$ cat config.mk
export PLATFORM = sky130hd
export DESIGN_NAME = usb_rx_fsm
export DESIGN_NICKNAME = d
export VERILOG_FILES = /design/src/rtl/usb_rx_fsm.sv
export SDC_FILE = /design/constraint.sdc
export NUM_CORES = 1
export LEC_CHECK = 0
export ABC_AREA = 1
export ABC_CLOCK_PERIOD_IN_PS = 4000
export CORE_ASPECT_RATIO = 1.75
export CORE_MARGIN = 1
export CORE_UTILIZATION = 55
export CTS_CLUSTER_DIAMETER = 60
export DETAILED_ROUTE_END_ITERATION = 10
export GPL_ROUTABILITY_DRIVEN = 0
export PLACE_DENSITY = 0.81
export RECOVER_POWER = 25
export SLEW_MARGIN = 20
export SYNTH_ARGS = -nofsm -noshare
export SYNTH_HDL_FRONTEND = slang
export SYNTH_SLANG_ARGS = --single-unit
$ cat constraint.sdc
create_clock -name clk -period 4 [get_ports clk]
set_clock_uncertainty 0.2 [all_clocks]
set_input_delay 0.8 -clock clk [delete_from_list [all_inputs] [get_ports clk]]
set_output_delay 0.8 -clock clk [all_outputs]
set_load 0.01 [all_outputs]
$ cat src/rtl/usb_rx_fsm.sv
// USB full-speed packet receive controller.
//
// Takes destuffed bytes from the RX shift register, checks SYNC and PID, and
// streams DATA payload into the RX buffer. A two-byte hold pipeline keeps the
// trailing CRC16 bytes out of the buffer.
//
// Build option: define RX_TIMEOUT_EN to abort a packet when no byte strobe
// arrives within TIMEOUT_CYCLES clocks.
//
// Ports:
//   clk, rst          clock, asynchronous active-high reset
//   d_edge            start of bus activity
//   byte_ready        one-cycle strobe, rx_byte valid
//   rx_byte[7:0]      received byte
//   eop               one-cycle end-of-packet strobe
//   crc_ok            CRC16 residue good (sampled with eop)
//   crc_clear         pulse: clear the CRC16 checker
//   crc_enable        CRC16 checker accumulates the current byte
//   store_rx_data     pulse: write rx_data into the RX buffer
//   rx_data[7:0]      payload byte to the buffer
//   rx_packet[1:0]    00 none, 01 DATA, 10 ACK, 11 NAK
//   rx_data_size[6:0] payload byte count of the last good DATA packet
//   rx_data_ready     pulse: good packet complete
//   rx_error          sticky malformed-packet flag
//   rcving            reception in progress
module usb_rx_fsm #(
  parameter int unsigned MAX_DATA       = 64,
  parameter int unsigned TIMEOUT_CYCLES = 800
) (
  input  logic       clk,
  input  logic       rst,
  input  logic       d_edge,
  input  logic       byte_ready,
  input  logic [7:0] rx_byte,
  input  logic       eop,
  input  logic       crc_ok,
  output logic       crc_clear,
  output logic       crc_enable,
  output logic       store_rx_data,
  output logic [7:0] rx_data,
  output logic [1:0] rx_packet,
  output logic [6:0] rx_data_size,
  output logic       rx_data_ready,
  output logic       rx_error,
  output logic       rcving
);

  typedef enum logic [2:0] {
    StIdle, StRcvSync, StRcvPid, StWaitEop, StRcvData, StDone, StErr
  } state_e;

  // Byte count at which one more byte means payload + CRC exceeds MAX_DATA + 2.
  localparam logic [7:0] OvfCnt = 8'(MAX_DATA + 2);

  state_e      state_q, state_d;
  logic [7:0]  cnt_q, cnt_d;
  logic [7:0]  hold0_q, hold0_d;  // newest byte
  logic [7:0]  hold1_q, hold1_d;  // oldest byte
  logic [1:0]  pkt_type_q, pkt_type_d;
  logic        crc_clear_q, crc_clear_d;
  logic        crc_enable_q, crc_enable_d;
  logic        store_q, store_d;
  logic [7:0]  rx_data_q, rx_data_d;
  logic [1:0]  rx_packet_q, rx_packet_d;
  logic [6:0]  rx_data_size_q, rx_data_size_d;
  logic        rx_data_ready_q, rx_data_ready_d;
  logic        rx_error_q, rx_error_d;
  logic        rcving_q, rcving_d;
  logic [7:0]  size_full;
  logic        abort_idle;
  logic        receiving;
  logic        tmo_hit;

  assign receiving = (state_q == StRcvSync) || (state_q == StRcvPid) ||
                     (state_q == StWaitEop) || (state_q == StRcvData);
  assign size_full = cnt_q - 8'd2;

`ifdef RX_TIMEOUT_EN
  logic [15:0] tmo_q, tmo_d;

  always_comb begin
    tmo_d = 16'd0;
    if (receiving && !byte_ready) tmo_d = tmo_q + 16'd1;
  end

  assign tmo_hit = receiving && !byte_ready && !eop &&
                   (tmo_q == 16'(TIMEOUT_CYCLES - 1));

  always_ff @(posedge clk or posedge rst) begin
    if (rst) tmo_q <= 16'd0;
    else     tmo_q <= tmo_d;
  end
`else
  assign tmo_hit = 1'b0;
`endif

  always_comb begin
    state_d         = state_q;
    cnt_d           = cnt_q;
    hold0_d         = hold0_q;
    hold1_d         = hold1_q;
    pkt_type_d      = pkt_type_q;
    crc_clear_d     = 1'b0;
    crc_enable_d    = 1'b0;
    store_d         = 1'b0;
    rx_data_d       = rx_data_q;
    rx_packet_d     = rx_packet_q;
    rx_data_size_d  = rx_data_size_q;
    rx_data_ready_d = 1'b0;
    rx_error_d      = rx_error_q;
    rcving_d        = rcving_q;
    // Errors seen on eop end the packet outright: the bus is already idle, so
    // waiting in StErr for another eop would hang.
    abort_idle      = 1'b0;

    unique case (state_q)
      StIdle: begin
        if (d_edge) begin
          state_d     = StRcvSync;
          crc_clear_d = 1'b1;
          rcving_d    = 1'b1;
          rx_error_d  = 1'b0;
          rx_packet_d = 2'b00;
          cnt_d       = 8'd0;
          pkt_type_d  = 2'b00;
        end
      end
      StRcvSync: begin
        if (eop) begin
          abort_idle = 1'b1;
        end else if (byte_ready) begin
          state_d = (rx_byte == 8'h80) ? StRcvPid : StErr;
        end
      end
      StRcvPid: begin
        if (eop) begin
          abort_idle = 1'b1;
        end else if (byte_ready) begin
          case (rx_byte)
            8'hC3: begin state_d = StRcvData; pkt_type_d = 2'b01; end
            8'hB4: begin state_d = StWaitEop; pkt_type_d = 2'b10; end
            8'hA5: begin state_d = StWaitEop; pkt_type_d = 2'b11; end
            default: state_d = StErr;
          endcase
        end
      end
      StWaitEop: begin
        if (eop && byte_ready) begin
          abort_idle = 1'b1;
        end else if (eop) begin
          state_d = StDone;
        end else if (byte_ready) begin
          state_d = StErr;
        end
      end
      StRcvData: begin
        if (eop && byte_ready) begin
          abort_idle = 1'b1;
        end else if (eop) begin
          if (cnt_q >= 8'd2 && crc_ok) begin
            rx_data_size_d = size_full[6:0];
            state_d        = StDone;
          end else begin
            abort_idle = 1'b1;
          end
        end else if (byte_ready) begin
          if (cnt_q == OvfCnt) begin
            state_d = StErr;
          end else begin
            crc_enable_d = 1'b1;
            if (cnt_q >= 8'd2) begin
              store_d   = 1'b1;
              rx_data_d = hold1_q;
            end
            hold1_d = hold0_q;
            hold0_d = rx_byte;
            cnt_d   = cnt_q + 8'd1;
          end
        end
      end
      StDone: begin
        rx_packet_d     = pkt_type_q;
        rx_data_ready_d = 1'b1;
        rcving_d        = 1'b0;
        state_d         = StIdle;
      end
      StErr: begin
        if (eop) begin
          state_d  = StIdle;
          rcving_d = 1'b0;
        end
      end
      default: state_d = StIdle;
    endcase

    if (tmo_hit) abort_idle = 1'b1;

    if (abort_idle) begin
      state_d  = StIdle;
      rcving_d = 1'b0;
    end
    if (abort_idle || (state_d == StErr)) rx_error_d = 1'b1;
  end

  always_ff @(posedge clk or posedge rst) begin
    if (rst) begin
      state_q         <= StIdle;
      cnt_q           <= 8'd0;
      hold0_q         <= 8'd0;
      hold1_q         <= 8'd0;
      pkt_type_q      <= 2'b00;
      crc_clear_q     <= 1'b0;
      crc_enable_q    <= 1'b0;
      store_q         <= 1'b0;
      rx_data_q       <= 8'd0;
      rx_packet_q     <= 2'b00;
      rx_data_size_q  <= 7'd0;
      rx_data_ready_q <= 1'b0;
      rx_error_q      <= 1'b0;
      rcving_q        <= 1'b0;
    end else begin
      state_q         <= state_d;
      cnt_q           <= cnt_d;
      hold0_q         <= hold0_d;
      hold1_q         <= hold1_d;
      pkt_type_q      <= pkt_type_d;
      crc_clear_q     <= crc_clear_d;
      crc_enable_q    <= crc_enable_d;
      store_q         <= store_d;
      rx_data_q       <= rx_data_d;
      rx_packet_q     <= rx_packet_d;
      rx_data_size_q  <= rx_data_size_d;
      rx_data_ready_q <= rx_data_ready_d;
      rx_error_q      <= rx_error_d;
      rcving_q        <= rcving_d;
    end
  end

  assign crc_clear     = crc_clear_q;
  assign crc_enable    = crc_enable_q;
  assign store_rx_data = store_q;
  assign rx_data       = rx_data_q;
  assign rx_packet     = rx_packet_q;
  assign rx_data_size  = rx_data_size_q;
  assign rx_data_ready = rx_data_ready_q;
  assign rx_error      = rx_error_q;
  assign rcving        = rcving_q;

endmodule

==> flow_summary.json, run 1 <==
{
  "synth_seq_area_share": 0.512,
  "syn_inst": 303,
  "grt_max_degree": 53,
  "period_minus_slack_ps": 2710,
  "synth_commonest_cells": "78 x nand2_1, 52 x dfrtp_1, 37 x inv_1",
  "crit_start": "rst",
  "die_x_um": 53.4,
  "multi_input_comb_area_um2": 1040,
  "crit_path_end_kind": "asynchronous set/reset pin",
  "tightest_slew_ps": 2180,
  "required_ps": 3910,
  "ant_nets": 0,
  "start_util": 0.577,
  "async_reset_ff_frac": 1.00,
  "row_count": 32,
  "die_h_um": 91.9,
  "seqCellArea_um2": 1300,
  "coreArea_um2": 4400,
  "crit_fanout": 52,
  "grt_usage": 0.244,
  "path_delay_family": "buffers and inverters",
  "setup_viol": 0,
  "hp-class": "reg -> reg",
  "numPortBuffers": 36,
  "worstReg2RegStart": "cnt_q[0]",
  "first_pass_iters": 4,
  "io-pin-count": 37,
  "viasPerCell": 5.31,
  "ys.flop_type": "dfrtp_1",
  "synth_area_leaders": "dfrtp_1 51%, nand2_1 12%, inv_1 5.5%, nor2_1 4.0%, o21ai_0 3.7%",
  "synth.top_cell.area_share": 0.512,
  "num-fill-cells": 361,
  "yosysMostFrequentCell": "nand2_1",
  "avgSynthCellArea_um2": 8.39,
  "reg2regPathDepth": 8,
  "cts_hold_buf": 0,
  "clkTransAtPathRegs_ps": 90,
  "worst_r2r_endpoint": "rx_data[1]",
  "clockBufferDepth": 2,
  "violations": "max-capacitance violations, max-slew violations",
  "drv_slew": 53,
  "crit_chain": "dlygate4sd3_1 > clkinvlp_2",
  "nets": 358,
  "diodes": 0,
  "synth_edf_count": 0,
  "cp_num_cells": 2,
  "drtIter0Drc": 67,
  "hold_ws_ps": 285,
  "rrSetupSlack_ps": 1860,
  "cts_root_buf": "clkbuf_8",
  "grt_pass1_wl_mm": 8.80,
  "cts_sinks": 52,
  "die_area_um2": 4910,
  "clock_latency_ps": 300,
  "fin_tns_setup_ps": 0,
  "cp_slowest_stage_delay_ps": 1240,
  "status": "finished with violations",
  "grt_antenna_before_repair": 0,
  "ctsResizeCount": 0,
  "slowest_stage": "clkinvlp_2",
  "drive_gt1_frac": 0.0971,
  "maxSlewHeadroom": -0.464,
  "crit_path_end": "cnt_q[3]",
  "start_kind": "input port",
  "critical_path_class": "in -> async",
  "num_vias": 2078,
  "cts_tree": "done",
  "ys_ff_latch": 52,
  "synth_largest_area_cell": "dfrtp_1",
  "power.density_nw_per_um2": 603,
  "rsz0062_at_grt": "no",
  "grt_pass1_vias": 2076,
  "wl_per_cell_um": 13.2,
  "synthesis.area_um2": 2540,
  "ir_drop_mv": 0.394,
  "fin_crit_sh": 0.677,
  "cp_num_buf_inv": 2,
  "synth.net_count": 321,
  "dp_hpwl_mm": 3.80,
  "area_delta_synth_final_pct": 19.9,
  "synth.distinct_cells": 31,
  "cts_max_level": 2,
  "timing.fmax_mhz": 369,
  "wl_mm": 5.17,
  "post_cts_buffers": 0,
  "numCtsBuffers": 5,
  "post-route-drc-count": 0,
  "hold_viol_final": 0,
  "max-cap-violations": 1,
  "yosys_warnings": 0,
  "grt-ovfl-total": 0,
  "p_leak_uw": 0.00151,
  "cp_data_arrival_time_ps": 2620
}
## worst min path at each step
stage	endpoint	slack, ps	start	cells after the start
global route	rx_data[5]	320	rx_data[5]	2
floorplan	hold0_q[2]	250	hold0_q[2]	2
detailed placement	rx_data[3]	270	rx_data[3]	2
finish	rx_data[3]	290	rx_data[3]	2
CTS	rx_data[3]	290	rx_data[3]	2
global placement	hold0_q[2]	260	hold0_q[2]	2
## per-layer routing
metal / vias to the layer above / global-route usage / wire, µm
met1: 981 / 0.273 / 2010
met2: 48 / 0.431 / 2860
met3: 17 / 0.0415 / 140
met4: 0 / 0.103 / 164
li1: 1032 / - / -
met5: - / 0 / 0
## flip-flops by register name (all words and copies together), names as in the netlist, 2 cells and up
| signal | flops |
|---|---|
| hold0_q | 8 |
| rx_packet | 2 |
| cnt_q | 8 |
| pkt_type_q | 2 |
| hold1_q | 8 |
| rx_data | 8 |
| rx_data_size | 7 |
| state_q | 3 |
## layout make-up
class	count	area share
sequential	52	0.427
multi-input combinational	204	0.341
timing repair buffer	36	0.118
inverter	41	0.0509
clock buffer	5	0.0226
tap	51	0.0209
clock inverter	2	0.0197
## layout by cell type, fill, tap and decap left out, drive strengths merged, types with 2 or more instances in the layout
master | Yosys | final
nand2 | 83 | 83
nor2 | 32 | 32
ha | 4 | 4
nand3 | 19 | 19
clkdlybuf4s50 | 0 | 35
bufinv | 0 | 2
a21oi | 8 | 8
clkbuf | 0 | 5
xor2 | 6 | 6
nand4 | 5 | 5
o21ai | 39 | 39
inv | 41 | 40
dfrtp | 52 | 52
## power breakdown
group / switching [µW] / internal, µW
Clock: 164 / 246
Combinational: 363 / 273
Sequential: 96.2 / 695
## kinds of logic (layout without fill, tap and decap cells)
family,count (synthesis),after routing,share of synthesized area
XOR/XNOR,7,7,0.0241
buffers and inverters,47,84,0.0783
AND/OR/NAND/NOR,142,142,0.247
AO/OA/AOI/OAI,50,50,0.114
flip-flops,52,52,0.512
multiplexers,1,1,0.00443
adder cells (fa/ha/maj),4,4,0.0197
## through the flow
stage	util	total power [µW]	area (µm²)	std cells	setup slack [ps]
floorplan	-	1180	2540	303	1740
global placement	0.663	1420	2920	384	1230
detailed placement	0.663	1440	2920	384	1140
CTS	0.692	1850	3050	391	1430
global route	0.692	1960	3050	391	867
finish	0.692	1840	3050	391	1290
(Power assumes the default switching activity.)
==> run 2, diff against run 1 <==
--- a/config.mk
+++ b/config.mk
@@ -6,14 +6,14 @@
 export NUM_CORES = 1
 export LEC_CHECK = 0
 export ABC_AREA = 1
-export ABC_CLOCK_PERIOD_IN_PS = 4000
+export ABC_CLOCK_PERIOD_IN_PS = 2300
 export CORE_ASPECT_RATIO = 1.75
 export CORE_MARGIN = 1
-export CORE_UTILIZATION = 55
+export CORE_UTILIZATION = 49
 export CTS_CLUSTER_DIAMETER = 60
 export DETAILED_ROUTE_END_ITERATION = 10
 export GPL_ROUTABILITY_DRIVEN = 0
-export PLACE_DENSITY = 0.81
+export PLACE_DENSITY = 0.76
 export RECOVER_POWER = 25
 export SLEW_MARGIN = 20
 export SYNTH_ARGS = -nofsm -noshare
==> constraint.sdc (replaced) <==
create_clock -name clk -period 2.3 [get_ports clk]
set_clock_uncertainty 0.2 [all_clocks]
set_input_delay 0.46 -clock clk [delete_from_list [all_inputs] [get_ports clk]]
set_output_delay 0.46 -clock clk [all_outputs]
set_load 0.01 [all_outputs]
==> run 2 against run 1 <==
- the flow now finishes without violations
- final area is 1.8% higher
- wire length decreased by 2.8%
- worst hold slack barely moved
- setup slack worse by 890 ps
- critical path depth down 1
- clock power up 74%
- die area up 12%
- flip-flop and latch count unchanged
- critical path type is now reg -> out
- largest cell class unchanged
- largest power group unchanged
==> flow_summary.json, run 2 (same netlist as run 1, synthesis figures left out) <==
{
  "slowest_stage": "clkdlybuf4s50_1",
  "cts_sinks": 52,
  "numPortBuffers": 36,
  "viasPerCell": 5.22,
  "cp_data_arrival_time_ps": 1230,
  "worstReg2RegStart": "state_q[1]",
  "crit_fanout": 2,
  "diodes": 0,
  "grt_antenna_before_repair": 0,
  "row_count": 34,
  "cts_max_level": 2,
  "num_vias": 2092,
  "crit_path_end_kind": "primary output",
  "cts_tree": "done",
  "dp_hpwl_mm": 3.74,
  "nets": 365,
  "path_delay_family": "buffers and inverters",
  "hold_viol_final": 0,
  "status": "complete, no violations",
  "hp-class": "reg -> reg",
  "drive_gt1_frac": 0.115,
  "post-route-drc-count": 0,
  "grt_pass1_wl_mm": 8.83,
  "wl_per_cell_um": 12.5,
  "period_minus_slack_ps": 1890,
  "start_util": 0.511,
  "cts_root_buf": "clkbuf_8",
  "crit_start": "rx_data_size[5]",
  "die_area_um2": 5490,
  "clock_latency_ps": 300,
  "min_from": "rx_data[3]",
  "start_kind": "flop",
  "grt_max_degree": 53,
  "drtIter0Drc": 59,
  "fin_tns_setup_ps": 0,
  "grt_usage": 0.207,
  "post_cts_buffers": 0,
  "fin_crit_sh": 0.823,
  "die_x_um": 56.4,
  "p_leak_uw": 0.00155,
  "first_pass_iters": 4,
  "crit_chain": "clkdlybuf4s50_1",
  "die_h_um": 97.3,
  "maxSlewHeadroom": 0.163,
  "required_ps": 1640,
  "io-pin-count": 37,
  "cp_slowest_stage_delay_ps": 550,
  "setup_viol": 0,
  "timing.fmax_mhz": 528,
  "drv_slew": 0,
  "cp_num_buf_inv": 1,
  "utilization": 0.623,
  "clockBufferDepth": 2,
  "area_delta_synth_final_pct": 22.1,
  "numCtsBuffers": 5,
  "ctsResizeCount": 0,
  "power.density_nw_per_um2": 1030,
  "num-fill-cells": 432,
  "coreArea_um2": 4980,
  "cts_hold_buf": 0,
  "ir_drop_mv": 0.747,
  "rsz0062_at_grt": "no",
  "clkTransAtPathRegs_ps": 90,
  "max-cap-violations": 0,
  "ant_nets": 0,
  "wl_mm": 5.02,
  "grt_pass1_vias": 2033,
  "grt-ovfl-total": 0,
  "tightest_slew_ps": 1260,
  "most-common-layout-cells": "78 x nand2_1, 52 x dfrtp_1, 36 x inv_1, 36 x clkdlybuf4s50_1, 27 x nor2_1",
  "final_common_cell": "nand2_1",
  "critical_path_class": "reg -> out"
}
==> run 2: stage by stage <==
step           setup WS (ps)  hold WS, ps  power, µW  std cells  cell area [µm²]
5_1_grt                  185          306       3420        401             3100
3_5_place_dp             127          266       2510        394             2990
2_1_floorplan            382          249       2050        303             2540
4_1_cts                  387          290       3240        401             3120
3_3_place_gp             151          263       2480        394             2990
6_report                 407          285       3200        401             3100
==> run 2: final cells by class <==
type | instances | area [µm²] | share of cell area
sequential | 52 | 1300 | 0.419
inverter | 41 | 154 | 0.0496
tap | 54 | 67.6 | 0.0218
clock buffer | 5 | 68.8 | 0.0222
clock inverter | 2 | 60.1 | 0.0194
timing repair buffer | 43 | 410 | 0.132
multi-input combinational | 204 | 1040 | 0.335
==> run 2: power breakdown <==
group,internal [µW],total [µW],switching [µW]
logic,502,1110,611
clock network,428,715,287
registers,1210,1370,166
total,2140,3200,1060
==> run 2: path summary, 6_finish.rpt <==
kind / depth (start not counted) / slack, ps / end
worst max-delay path: 1 / 410 / rx_data_size[5]
worst min-delay path: 2 / 280 / rx_data[3]
worst max register to register: 8 / 440 / cnt_q[3]
worst min register to register: 2 / 280 / rx_data[3]
max in group asynchronous: 3 / 480 / crc_enable
min in group asynchronous: 3 / 670 / rx_data[6]
==> run 2: routing by layer <==
metal | vias to the layer above | GRT usage | wire length [µm] | part of all wire
met5 | - | 0 | 0 | 0
met4 | 0 | 0.135 | 225 | 0.045
met3 | 16 | 0.0360 | 154 | 0.031
met2 | 49 | 0.357 | 2650 | 0.53
met1 | 981 | 0.225 | 1990 | 0.40
li1 | 1046 | - | - | -
